### src/rtl/seq_divider.sv
// -----------------------------------------------------------------------------
// seq_divider : sequential unsigned restoring divider.
//
// Produces one quotient bit per clock. Each trial subtraction runs through an
// addsub instance of width dw+1 that is hard-wired to subtract.
//
// Handshake: start is accepted on a rising clk edge whenever busy=0 (IDLE or
// DONE). busy is high while the division runs. done pulses for one cycle, and
// the results are valid from that cycle until the next accepted start.
//
// Ports:
//   clk          in   1   clock, rising edge
//   reset        in   1   asynchronous, active-high reset
//   start        in   1   request a division (ignored while busy)
//   dataa        in   dw  dividend, captured on the accepting edge
//   datab        in   dw  divisor, captured on the accepting edge
//   busy         out  1   division in progress (RUN or ZERO)
//   done         out  1   one-cycle completion pulse (DONE)
//   div_by_zero  out  1   captured divisor was zero; held with the results
//   quotient     out  dw  result quotient (all ones on divide by zero)
//   remainder    out  dw  result remainder (dividend on divide by zero)
// -----------------------------------------------------------------------------

// Adder/subtractor. add_sub=1 adds and add_sub=0 subtracts (dataa - datab).
module addsub #(
    parameter int width = 9
) (
    input  logic [width-1:0] dataa,
    input  logic [width-1:0] datab,
    input  logic             add_sub,
    output logic [width-1:0] result
);
    assign result = add_sub ? (dataa + datab) : (dataa - datab);
endmodule

module seq_divider #(
    parameter int dw = 8
) (
    input  logic          clk,
    input  logic          reset,
    input  logic          start,
    input  logic [dw-1:0] dataa,
    input  logic [dw-1:0] datab,
    output logic          busy,
    output logic          done,
    output logic          div_by_zero,
    output logic [dw-1:0] quotient,
    output logic [dw-1:0] remainder
);
    localparam int CW = $clog2(dw + 1);

    localparam logic [1:0] IDLE = 2'd0;
    localparam logic [1:0] RUN  = 2'd1;
    localparam logic [1:0] ZERO = 2'd2;
    localparam logic [1:0] DONE = 2'd3;

    logic [1:0]    state_q, state_d;
    logic [dw-1:0] q_q, q_d;        // dividend shifting out, quotient shifting in
    logic [dw-1:0] d_q, d_d;        // captured divisor
    logic [dw:0]   r_q, r_d;        // partial remainder, one guard bit
    logic [CW-1:0] cnt_q, cnt_d;    // iterations still to run
    logic [dw-1:0] quot_q, quot_d;
    logic [dw-1:0] rem_q, rem_d;
    logic          dbz_q, dbz_d;

    // Partial remainder shifted left with the next dividend bit brought in.
    logic [dw:0] rem_shift;
    logic [dw:0] trial;

    assign rem_shift = {r_q[dw-1:0], q_q[dw-1]};

    addsub #(.width(dw + 1)) u_sub (
        .dataa   (rem_shift),
        .datab   ({1'b0, d_q}),
        .add_sub (1'b0),
        .result  (trial)
    );

    always_comb begin
        state_d = state_q;
        q_d     = q_q;
        d_d     = d_q;
        r_d     = r_q;
        cnt_d   = cnt_q;
        quot_d  = quot_q;
        rem_d   = rem_q;
        dbz_d   = dbz_q;
        case (state_q)
            // DONE accepts a new start exactly like IDLE, giving back-to-back
            // operation without an idle bubble.
            IDLE, DONE: begin
                if (start) begin
                    q_d     = dataa;
                    d_d     = datab;
                    r_d     = '0;
                    cnt_d   = CW'(dw);
                    dbz_d   = 1'b0;
                    state_d = (datab == '0) ? ZERO : RUN;
                end else begin
                    state_d = IDLE;
                end
            end
            RUN: begin
                // Guard bit clear means the trial subtraction did not borrow.
                if (!trial[dw]) begin
                    r_d = trial;
                    q_d = {q_q[dw-2:0], 1'b1};
                end else begin
                    r_d = rem_shift;
                    q_d = {q_q[dw-2:0], 1'b0};
                end
                cnt_d = cnt_q - CW'(1);
                if (cnt_q == CW'(1)) begin
                    state_d = DONE;
                    quot_d  = q_d;
                    rem_d   = r_d[dw-1:0];
                end
            end
            ZERO: begin
                // No iterations: q_q still holds the captured dividend.
                state_d = DONE;
                quot_d  = '1;
                rem_d   = q_q;
                dbz_d   = 1'b1;
            end
            default: state_d = IDLE;
        endcase
    end

    always_ff @(posedge clk or posedge reset) begin
        if (reset) begin
            state_q <= IDLE;
            q_q     <= '0;
            d_q     <= '0;
            r_q     <= '0;
            cnt_q   <= '0;
            quot_q  <= '0;
            rem_q   <= '0;
            dbz_q   <= 1'b0;
        end else begin
            state_q <= state_d;
            q_q     <= q_d;
            d_q     <= d_d;
            r_q     <= r_d;
            cnt_q   <= cnt_d;
            quot_q  <= quot_d;
            rem_q   <= rem_d;
            dbz_q   <= dbz_d;
        end
    end

    assign busy        = (state_q == RUN) || (state_q == ZERO);
    assign done        = (state_q == DONE);
    assign div_by_zero = dbz_q;
    assign quotient    = quot_q;
    assign remainder   = rem_q;
endmodule
### config.mk
export PLATFORM = sky130hd
export DESIGN_NAME = seq_divider
export DESIGN_NICKNAME = d
export VERILOG_FILES = /design/src/rtl/seq_divider.sv
export SDC_FILE = /design/constraint.sdc
export NUM_CORES = 1
export LEC_CHECK = 0
export CORE_ASPECT_RATIO = 1.2
export CORE_MARGIN = 4
export CORE_UTILIZATION = 56
export CTS_BUF_LIST = sky130_fd_sc_hd__clkbuf_4
export DETAILED_ROUTE_END_ITERATION = 8
export PLACE_DENSITY = 0.85
export SLEW_MARGIN = 10
export SYNTH_ARGS = -nofsm -noshare
export SYNTH_HDL_FRONTEND = slang
export SYNTH_SLANG_ARGS = --single-unit
export TNS_END_PERCENT = 100
### constraint.sdc
create_clock -name clk -period 3.1 [get_ports clk]
set_clock_uncertainty 0.05 [all_clocks]
set_input_delay 0.31 -clock clk [delete_from_list [all_inputs] [get_ports clk]]
set_output_delay 0.31 -clock clk [all_outputs]
set_load 0.05 [all_outputs]
# Word-level counts from Yosys, hierarchy flattened
# Cells that the tools add are included.
dict set report word_totals {
  elab_cells 45
  out_inout_bits 19
  in_bits 19
  ff_bits 47
}
dict set report op_classes {
  n_reduce_logical 11
  n_eq_ne 6
  mux 18
  addsub 2
}
# operator count
set ops {}
lappend ops {{one-hot mux 8 bit (2 select lines)} 4}
lappend ops {{2-to-1 mux 8 bit} 5}
lappend ops {{subtractor 9 x 8 -> 9 bit} 1}
lappend ops {{zero test 8 bit} 1}
lappend ops {{one-hot mux 4 bit (2 select lines)} 1}
lappend ops {{AND reduction 2 bit} 4}
lappend ops {{2-to-1 mux 2 bit} 3}
lappend ops {{one-hot mux 2 bit (3 select lines)} 1}
lappend ops {{nonzero test 2 bit} 3}
lappend ops {{equality test 2 bit (second input constant)} 2}
lappend ops {{equality test 4 x 1 -> 1 bit (second input constant)} 1}
lappend ops {{2-to-1 mux 4 bit} 1}
lappend ops {{!= test 2 bit (second input constant)} 2}
lappend ops {{subtractor 4 x 1 -> 4 bit (second input constant)} 1}
lappend ops {{equality test 2 x 1 -> 1 bit (second input constant)} 1}
lappend ops {{zero test 2 bit} 1}
lappend ops {{2-to-1 mux 1 bit} 2}
lappend ops {{one-hot mux 1 bit (2 select lines)} 1}
lappend ops {{OR reduction 2 bit} 1}
lappend ops {{logical OR 1 bit} 1}

# Depth between registers and ports, before layout
# Gate-level depths: netlist of run 1.
dict set report logic_depth {
  depth_word 4
  ltp_mapped 10
  ltp_nobuf 10
}

# Modules after synthesis
# From an unflattened synthesis of run 1, not the netlist that was laid out.
dict set report hier_totals {
  hier_cells 258
  area_unflattened_um2 2707.6
}
# module cells_each n_inst area_per_inst_um2
set modules_own_cells {}
lappend modules_own_cells {seq_divider 194 1 2205.9}
lappend modules_own_cells {addsub 64 1 501.7}

# Worst setup path before layout of run 1
# No wires, ideal clock.
dict set report synth_path {
  kind {reg-to-reg}
  from {reg q_q[7]}
  to {reg rem_q[0] (netlist: remainder[0])}
  path_stages_with_launch 11
  synth_period_minus_slack_ps 2485
  arrival_ps 2358
  n_path_buf 0
  t_required_ps 2972
  slack_ps 615
  setup_time_ps 78
  cell_sequence {dfrtp_1 -> inv_1 -> ha_1 -> inv_1 -> fa_1 -> a21o_1 -> o2bb2ai_2 -> mux2i_1 -> a221oi_4 -> mux2_4 -> a21oi_1}
}
dict set report synth_via {
  elab_chain_len 4
}
# item line
set synth_rtl {}
lappend synth_rtl {{from (decl)} 58} ;# logic [dw-1:0] q_q, q_d;
lappend synth_rtl {{from (signal assigned)} 142} ;# q_q <= q_d;
lappend synth_rtl {{subtractor 9 x 8 -> 9 bit} 33} ;# assign result = add_sub ? (dataa + datab) : (dataa - datab);
lappend synth_rtl {{2-to-1 mux 8 bit *} 105} ;# if (!trial[dw]) begin
lappend synth_rtl {{2-to-1 mux 8 bit *} 113} ;# if (cnt_q == CW'(1)) begin
lappend synth_rtl {{one-hot mux 8 bit (2 select lines) *} 88} ;# case (state_q)
lappend synth_rtl {{to (signal assigned)} 147} ;# rem_q <= rem_d;
lappend synth_rtl {{to (decl)} 63} ;# logic [dw-1:0] rem_q, rem_d;
# Every way passes the cells marked *; elsewhere a longest branch is shown, timed or not. The select of a mux whose other input is x is not followed.
# A chain may end at the register's enable or synchronous reset.

# Worst setup path after layout of run 1
# Same ends and word-level chain as after synthesis.

==> results_dict.tcl, run 1 <==
set metrics [dict create \
    status "finished, final reports clean" \
    clockBufferDepth 2 \
    fin_setup_tns_ps 0 \
    p_per_area_nw_per_um2 1260 \
    setup_violations 0 \
    ys_types 36 \
    port_buffers 37 \
    hold_viol_final 0 \
    die_w_um 70.2 \
    end_kind "flip-flop" \
    antenna_found_initial 0 \
    fin_nets 343 \
    holdBufCountCts 0 \
    cap_viol_max_count 0 \
    cts_tree "yes" \
    crit_chain "inv_1 -> ha_1 -> inv_1 -> fa_1 -> a21o_1 -> o2bb2ai_2 -> mux2i_1 -> a221oi_4 -> buf_4 -> mux2_4 -> a21oi_1" \
    vdd_drop_max_v 0.000920 \
    cp_num_buf_inv 3 \
    cpPeakStageDelay_ps 440 \
    slew_headroom_pct 35.4 \
    final_antenna_net_count 0 \
    wl_per_cell_um 15.7 \
    rsz0062_at_grt "false" \
    ys_seq_elements 47 \
    layout-drive-gt1-share_pct 7.72 \
    period_minus_slack_ps 2620 \
    insertion_delay_ps 380 \
    grt_overflow 0 \
    ys_seq_area_share_pct 45.2 \
    crit_arrival_ps 2890 \
    max_freq_mhz 381 \
    synthCells 273 \
    rows 26 \
    vias 2122 \
    gp_routability_congestion 0.862 \
    avgSynthCellArea_um2 9.52 \
    synthToLayoutAreaGrowth_pct 19.1 \
    place_hpwl_um 4160 \
    start_util_pct 59.6 \
    vias_per_cell 5.78 \
    htreeDepth 2 \
    ctsResizeCount 0 \
    clk_pin_slew_ps 150 \
    route.detailed.drc 0 \
    leakage_nw 1.39 \
    grt_pass1_wl_um 9600 \
    cts_buffers 5 \
    die-area_um2 5800 \
    cp_max_fo 9 \
    cpMostUsedCell "inv_1" \
    die_h_um 82.6 \
    period_share_pct 84.7 \
    track_usage_pct 21.0 \
    clock-root-buffer "clkbuf_4" \
    wirelength_um 5770 \
    grt_max_degree 48 \
    n_antenna_cell 0 \
    maxSlewViolCount 0 \
    first_pass_iters 4 \
    cp.required_ps 3360 \
    core_area_um2 4360 \
    worstSetupStartpointType "flip-flop" \
    ios 38 \
    fillers 342 \
    seq_area_um2 1180 \
    slowest_stage "dfrtp_1" \
    syn_nets 306 \
    cts_sinks 47 \
    worst_pin_slew_ps 968 \
    synth_warnings 0 \
    initialDrtViolationCount 181 \
    post-cts-setup-buffers 0 \
    fin_cells 367 \
    syn_area_um2 2600 \
    critPathTopFamily "compound AO/OA/AOI/OAI gates" \
    grt_pass1_vias 2057 \
    critical_path_class "flip-flop to flip-flop" \
    multi_input_area_um2 1300 \
    hold_class "input port to async pin" \
    placed_cells 359 \
]
==> power breakdown <==
part           total, mW  internal [mW]  switching [mW]
combinational       2.37          0.925            1.45
sequential          1.12          0.891           0.229
clock              0.394          0.173           0.222
total               3.89           1.99            1.90
==> per-layer routing <==
metal | vias up | share of wire, % | GRT usage, % | routed length (um)
met1 | 1034 | 43 | 26.2 | 2460
li1 | 1025 | - | - | -
met4 | 0 | 1.4 | 7.47 | 78
met2 | 56 | 51 | 36.5 | 2940
met5 | - | 0 | 0 | 0
met3 | 7 | 4.9 | 4.24 | 283
==> Yosys cell counts <==
cell type,instances,area share [%]
dfrtp_1,47,45
nand2_1,43,6.2
o21ai_0,22,4.2
a21oi_1,20,3.9
inv_1,17,2.5
mux2i_1,17,6.5
o21ai_1,14,2.7
ha_1,13,6.3
nor2_1,11,1.6
clkbuf_1,10,1.4
mux2_2,8,3.5
or3_1,5,1.2
nand3_1,4,0.77
nor2b_1,4,0.96
xnor2_1,4,1.3
a21o_1,3,0.87
a31oi_1,3,0.72
o21a_1,3,0.87
o31ai_1,3,0.87
and3_1,2,0.48
nor3_1,2,0.39
nor4_1,2,0.48
o22ai_1,2,0.48
xor2_1,2,0.67
a221oi_4,1,1.0
a22o_1,1,0.34
a41oi_1,1,0.34
buf_12,1,0.77
fa_1,1,0.77
mux2_4,1,0.58
nand2b_1,1,0.24
nand4b_1,1,0.34
nor3b_1,1,0.29
o2111ai_1,1,0.34
o22a_1,1,0.34
o2bb2ai_2,1,0.58
==> state kept, by name, indices dropped and copies added (netlist names) <==
signal / count
cnt_q: 4
d_q: 8
div_by_zero: 1
q_q: 8
quotient: 8
r_q: 8
remainder: 8
state_q: 2
==> kinds of logic after synthesis <==
logic type,Yosys count,share of synthesized area [%]
adder cells (fa/ha/maj),14,7.03
XOR/XNOR,6,2.02
multiplexers,26,10.6
AO/OA/AOI/OAI,76,17.5
AND/OR/NAND/NOR,76,12.9
buffers and inverters,28,4.67
flip-flops,47,45.2
==> area by class of cell <==
cell class	count	share of cell area, %
tap	56	2.26
timing repair buffer	41	12.9
inverter	17	2.06
clock buffer	5	1.21
sequential	47	38.0
clock inverter	3	1.49
multi-input combinational	198	42.1
==> layout by cell type, fill, tap and decap left out, drive strengths merged, types with 2 or more instances in the layout <==
| cell | count |
|---|---|
| dfrtp | 47 |
| nand2 | 43 |
| clkdlybuf4s50 | 37 |
| o21ai | 36 |
| a21oi | 20 |
| inv | 18 |
| mux2i | 17 |
| ha | 13 |
| nor2 | 11 |
| mux2 | 9 |
| or3 | 5 |
| clkbuf | 5 |
| nand3 | 4 |
| nor2b | 4 |
| xnor2 | 4 |
| buf | 4 |
| o21a | 3 |
| a21o | 3 |
| a31oi | 3 |
| o31ai | 3 |
| and3 | 2 |
| xor2 | 2 |
| nor3 | 2 |
| o22ai | 2 |
| nor4 | 2 |
==> through the flow <==
step                      area, um^2  worst slack [ps]  utilization, %  hold WS (ps)  power (mW)
after floorplan                 2600               615               -           367        2.87
after global placement          3010               607            69.1           399        3.42
after detailed placement        3010               508            69.1           407        3.49
after CTS                       3100               486            71.0           431        3.89
after global routing            3100               348            71.0           476        4.18
final                           3100               475            71.0           407        3.89
==> final timing paths <==
| kind | depth (start not counted) | startpoint | slack (ps) | to |
|---|---|---|---|---|
| min | 2 | reset | 410 | d_q[4]$_DFFE_PP0P_ |
| max reg2reg | 11 | q_q[7]$_DFFE_PP0P_ | 480 | remainder[0]$_DFFE_PP0P_ |
| max in group asynchronous | 2 | reset | 2000 | div_by_zero$_DFFE_PP0P_ |
| min reg2reg | 2 | quotient[5]$_DFFE_PP0P_ | 440 | quotient[5]$_DFFE_PP0P_ |
| min in group clk | 2 | quotient[5]$_DFFE_PP0P_ | 440 | quotient[5]$_DFFE_PP0P_ |
| max | 11 | q_q[7]$_DFFE_PP0P_ | 480 | remainder[0]$_DFFE_PP0P_ |
==> worst register-to-register path: stages (launching register included) <==
cell       delay (ps)
dfrtp_1           440
inv_1              90
ha_1              160
inv_1              50
fa_1              390
a21o_1            210
o2bb2ai_2         140
mux2i_1           150
a221oi_4          180
buf_4             230
mux2_4            320
a21oi_1           140
Note: power is estimated with default switching activity, not from simulation.
==> run 2, diff against run 1 <==
CORE_UTILIZATION = 51   (was 56)
PLACE_DENSITY = 0.82   (was 0.85)
clock period = 2.35 ns   (was 3.1 ns; I/O delays follow)
==> run 2 against run 1 <==
The flow now finishes with violations (negative setup slack). Global-route usage rose by 0.080 points. Non-clock buffer count rose by 11. Die area rose by 8.8%. Worst setup slack got worse by 550 ps. Final cell count rose by 3.8%. Worst hold slack got worse by 160 ps. Wire length rose by 6.5%. Register-to-register slack got worse by 550 ps. Utilization fell by 5.1 points. First-iteration DRC count rose by 4.4%. Fmax rose by 8.1%.
==> results_dict.tcl, run 2 (synthesis gave the netlist of run 1 again) <==
set metrics [dict create \
    grt_overflow 0 \
    seq_area_um2 1180 \
    cp_num_buf_inv 3 \
    dpl_cell_area_um2 3070 \
    synthToLayoutAreaGrowth_pct 25.3 \
    wl_per_cell_um 16.1 \
    core_area_um2 4940 \
    critical_path_class "flip-flop to flip-flop" \
    track_usage_pct 21.1 \
    htreeDepth 2 \
    die_w_um 73.2 \
    final_antenna_net_count 0 \
    period_minus_slack_ps 2430 \
    clockBufferDepth 2 \
    crit_chain "inv_2 -> ha_4 -> inv_2 -> fa_2 -> a21o_1 -> o2bb2ai_2 -> mux2i_2 -> a221oi_4 -> buf_6 -> mux2i_4 -> o21ai_1" \
    end_kind "flip-flop" \
    cts_tree "yes" \
    clk_pin_slew_ps 140 \
    cp_max_fo 7 \
    multi_input_area_um2 1380 \
    cpPeakStageDelay_ps 410 \
    crit_arrival_ps 2630 \
    gp_routability_congestion 0.811 \
    insertion_delay_ps 370 \
    cp-endpoint "r_q[3]$_DFFE_PP0P_" \
    regToRegEndpoint "r_q[3]$_DFFE_PP0P_" \
    worst_pin_slew_ps 594 \
    place_hpwl_um 4410 \
    cts_buffers 5 \
    period_share_pct 103 \
    fin_nets 354 \
    critPathTopFamily "compound AO/OA/AOI/OAI gates" \
    first_pass_iters 4 \
    cts_sinks 47 \
    cp.required_ps 2550 \
    grt_max_degree 48 \
    slew_headroom_pct 60.4 \
    cpMostUsedCell "inv_2" \
    rr_worst_depth 11 \
    hold_viol_final 0 \
    violations "negative setup slack" \
    maxSlewViolCount 0 \
    start_util_pct 52.6 \
    layout_commonest_cell "dfrtp_1" \
    fillers 381 \
    cap_viol_max_count 0 \
    worstSetupStartpointType "flip-flop" \
    wirelength_um 6140 \
    vias_per_cell 5.79 \
    clock-root-buffer "clkbuf_4" \
    die_h_um 86.2 \
    regToRegSetupSlack_ps -80 \
    holdBufCountCts 0 \
    finalWorstSetupSlack_ps -78.5 \
    n_antenna_cell 0 \
    vias 2205 \
    setup_violations 14 \
    max_freq_mhz 412 \
    rows 28 \
    status "complete, but fails checks" \
    hold_class "input port to async pin" \
    die-area_um2 6310 \
    cp_num_cells 11 \
    r2r_start "q_q[7]$_DFFE_PP0P_" \
    place_ws_ps -82.6 \
    stdcell_area_um2 3260 \
    initialDrtViolationCount 189 \
    mostFrequentLayoutCells "dfrtp_1, nand2_1, clkdlybuf4s50_1" \
    grt_pass1_vias 2232 \
    grt_pass1_wl_um 10400 \
    antenna_found_initial 0 \
    rsz0062_at_grt "true" \
    startpoint "q_q[7]$_DFFE_PP0P_" \
    port_buffers 37 \
    ios 38 \
    layout-drive-gt1-share_pct 15.9 \
    slowest_stage "dfrtp_1" \
    route.detailed.drc 0 \
    final_util_pct 66.0 \
]
## run 2: final cells by class
| type | count | area share, % |
|---|---|---|
| timing repair buffer | 52 | 14.9 |
| inverter | 17 | 1.96 |
| clock buffer | 5 | 1.15 |
| clock inverter | 2 | 1.15 |
| multi-input combinational | 198 | 42.5 |
| sequential | 47 | 36.1 |
| tap | 60 | 2.30 |
## run 2: layer usage
| layer | vias to the layer above | GRT usage (%) | share of wire [%] |
|---|---|---|---|
| li1 | 1051 | - | - |
| met1 | 1082 | 27.8 | 41 |
| met2 | 59 | 34.7 | 52 |
| met3 | 13 | 3.25 | 4.4 |
| met4 | 0 | 7.89 | 2.4 |
| met5 | - | 0 | 0 |
## run 2: worst min-delay path, delay by kind of cell
kind	cells	cell delay (ps)
buf+inv	3	920
## run 2: worst min path at each step
stage / start / end / slack [ps] / cells after the start
2_1_floorplan: start / div_by_zero$_DFFE_PP0P_ / 290 / 1
3_3_place_gp: quotient[4]$_DFFE_PP0P_ / quotient[4]$_DFFE_PP0P_ / 400 / 2
3_5_place_dp: quotient[3]$_DFFE_PP0P_ / quotient[3]$_DFFE_PP0P_ / 410 / 2
4_1_cts: reset / d_q[7]$_DFFE_PP0P_ / 270 / 3
5_1_grt: reset / d_q[6]$_DFFE_PP0P_ / 300 / 3
6_report: reset / d_q[3]$_DFFE_PP0P_ / 250 / 3
## run 2: through the flow
step	setup TNS, ps	std cells	hold slack [ps]
finish	-737	381	250
CTS	-206	381	273
detailed placement	-776	370	414
floorplan	-468	273	292
global route	-2470	381	304
global placement	0	370	403
## run 2: what timing repair did
action / in CTS / in global routing
endpoints found under the setup margin: 14 / 16
gates cloned: 0 / 0
hold endpoints to repair: 0 / 0
pin swaps: 3 / 1
gates resized for setup: 11 / 9
setup buffers: 4 / 0
Power of run 2 is not shown: default switching activity piles up to over one toggle a cycle in this logic, so the estimate is an artifact.
==> run 3, diff against run 2 <==
ABC_AREA = 0   (was not set)
CORE_UTILIZATION = 60   (was 51)
PLACE_DENSITY = 0.9   (was 0.82)
clock period = 2.8 ns   (was 2.35 ns; I/O delays follow)
==> run 3 against run 2 <==
The flow now finishes without violations. Sequential share of layout area rose by 1.5 points. Clock-buffer cell count unchanged. Wire length rose by 0.24%. Non-clock buffer count down 6. Worst setup slack gained 210 ps. Cell area decreased by 3.9%. First-iteration DRC count is 9.5% higher. Global-route usage increased by 4.1 points. Worst hold slack got worse by 68 ps. Critical endpoint is now r_q[6]$_DFFE_PP0P_. Highest routed layer unchanged.
==> results_dict.tcl, run 3 (synthesis gave the netlist of run 1 again) <==
set metrics [dict create \
    crit_chain "inv_1 -> ha_1 -> inv_1 -> fa_1 -> a21o_1 -> a21oi_1 -> nor2b_1 -> o31ai_1 -> o21ai_1 -> o31ai_1" \
    cp.required_ps 3020 \
    vias 2203 \
    fin_nets 348 \
    finalWorstSetupSlack_ps 132 \
    post-cts-setup-buffers 0 \
    place_hpwl_um 4710 \
    fin_setup_tns_ps 0 \
    place_ws_ps 169 \
    wirelength_um 6160 \
    status "finished, final reports clean" \
    rsz0062_at_grt "false" \
    maxSlewViolCount 0 \
    cts_tree "yes" \
    critical_path_class "flip-flop to flip-flop" \
    cts_sinks 47 \
    cp_max_fo 4 \
    wl_met1_um 2460 \
    dpl_cell_area_um2 3050 \
    holdBufCountCts 0 \
    final_util_pct 77.0 \
    vdd_drop_max_v 0.00117 \
    rows 25 \
    grt_overflow 0 \
    ctsResizeCount 0 \
    fin_total_pwr_mw 4.41 \
    final_antenna_net_count 0 \
    first_pass_iters 5 \
    layout-drive-gt1-share_pct 9.18 \
    p_per_area_nw_per_um2 1410 \
    slowest_stage "dfrtp_1" \
    hold_viol_final 0 \
    setup_violations 0 \
    wl_met3_um 298 \
    synthToLayoutAreaGrowth_pct 20.5 \
    route.detailed.drc 0 \
    wl_per_cell_um 16.6 \
    initialDrtViolationCount 207 \
    placed_cells 362 \
    regToRegSetupSlack_ps 130 \
    whs_ps 182 \
    max_freq_mhz 375 \
    fin_cells 370 \
    fillers 263 \
    cpPeakStageDelay_ps 440 \
    period_minus_slack_ps 2670 \
    topRoutingLayerUsed "met4" \
    end_kind "flip-flop" \
    grt_max_degree 26 \
    die_h_um 80.1 \
    hold_class "input port to async pin" \
    leakage_nw 1.41 \
    htreeDepth 2 \
    slew_headroom_pct 64.8 \
    crit_arrival_ps 2880 \
    die_w_um 68.1 \
    layout_commonest_cell "dfrtp_1" \
    period_share_pct 95.3 \
    port_buffers 37 \
    cts_buffers 5 \
    clockBufferDepth 2 \
    clock-root-buffer "clkbuf_4" \
    gp_routability_congestion 0.904 \
    start_util_pct 63.9 \
    core_area_um2 4070 \
    antenna_found_initial 0 \
    track_usage_pct 25.2 \
    die-area_um2 5450 \
    n_antenna_cell 0 \
    worst_pin_slew_ps 524 \
    worstSetupStartpointType "flip-flop" \
    clk_pin_slew_ps 160 \
    grt_pass1_vias 2244 \
    grt_pass1_wl_um 10300 \
    mostFrequentLayoutCells "dfrtp_1, nand2_1, clkdlybuf4s50_1" \
    vias_per_cell 5.95 \
    cap_viol_max_count 0 \
    stdcell_area_um2 3130 \
    met2_wirelength_um 3180 \
    insertion_delay_ps 370 \
    ios 38 \
]
==> run 3: cell count changes in the layout (fill, tap and decap cells not counted), sizes merged <==
cell	before	now
buf	16	9
inv	16	18
clkdlybuf4s50	36	37
clkinv	1	0
==> run 3: metal layers <==
| metal | vias to the layer above | track usage (%) |
|---|---|---|
| met5 | - | 0 |
| met4 | 0 | 10.3 |
| met1 | 1058 | 31.9 |
| met2 | 81 | 41.8 |
| li1 | 1044 | - |
| met3 | 20 | 4.34 |
==> run 3: worst paths after layout <==
check,startpoint,to,cells past startpoint
min in group clk,quotient[7]$_DFFE_PP0P_,quotient[7]$_DFFE_PP0P_,2
setup / recovery,q_q[7]$_DFFE_PP0P_,r_q[6]$_DFFE_PP0P_,10
hold / removal,reset,remainder[0]$_DFFE_PP0P_,2
setup reg to reg,q_q[7]$_DFFE_PP0P_,r_q[6]$_DFFE_PP0P_,10
hold reg to reg,quotient[7]$_DFFE_PP0P_,quotient[7]$_DFFE_PP0P_,2
max in group asynchronous,reset,r_q[3]$_DFFE_PP0P_,3
==> run 3: area by class of cell <==
type	count	area [um^2]	share of cell area [%]
Tap cell	54	67.6	2.16
Sequential cell	47	1180	37.6
Clock buffer	5	37.5	1.20
Clock inverter	3	46.3	1.48
Timing Repair Buffer	46	438	14.0
Multi-Input combinational cell	198	1300	41.6
Inverter	17	63.8	2.04
==> run 3: power breakdown <==
| part | switching [mW] | internal, mW | total (mW) |
|---|---|---|---|
| combinational | 1.68 | 1.06 | 2.74 |
| clock | 0.238 | 0.191 | 0.429 |
| sequential | 0.254 | 0.987 | 1.24 |
| total | 2.17 | 2.24 | 4.41 |
==> run 3: critical path: cells and delay by family, from the launching register on <==
| family | cells | cell delay (ps) |
|---|---|---|
| buffers and inverters | 2 | 160 |
| adders and majority gates | 2 | 580 |
| DFF | 1 | 440 |
| and+or+nand+nor | 1 | 90 |
| AOI/OAI and AO/OA | 5 | 1260 |
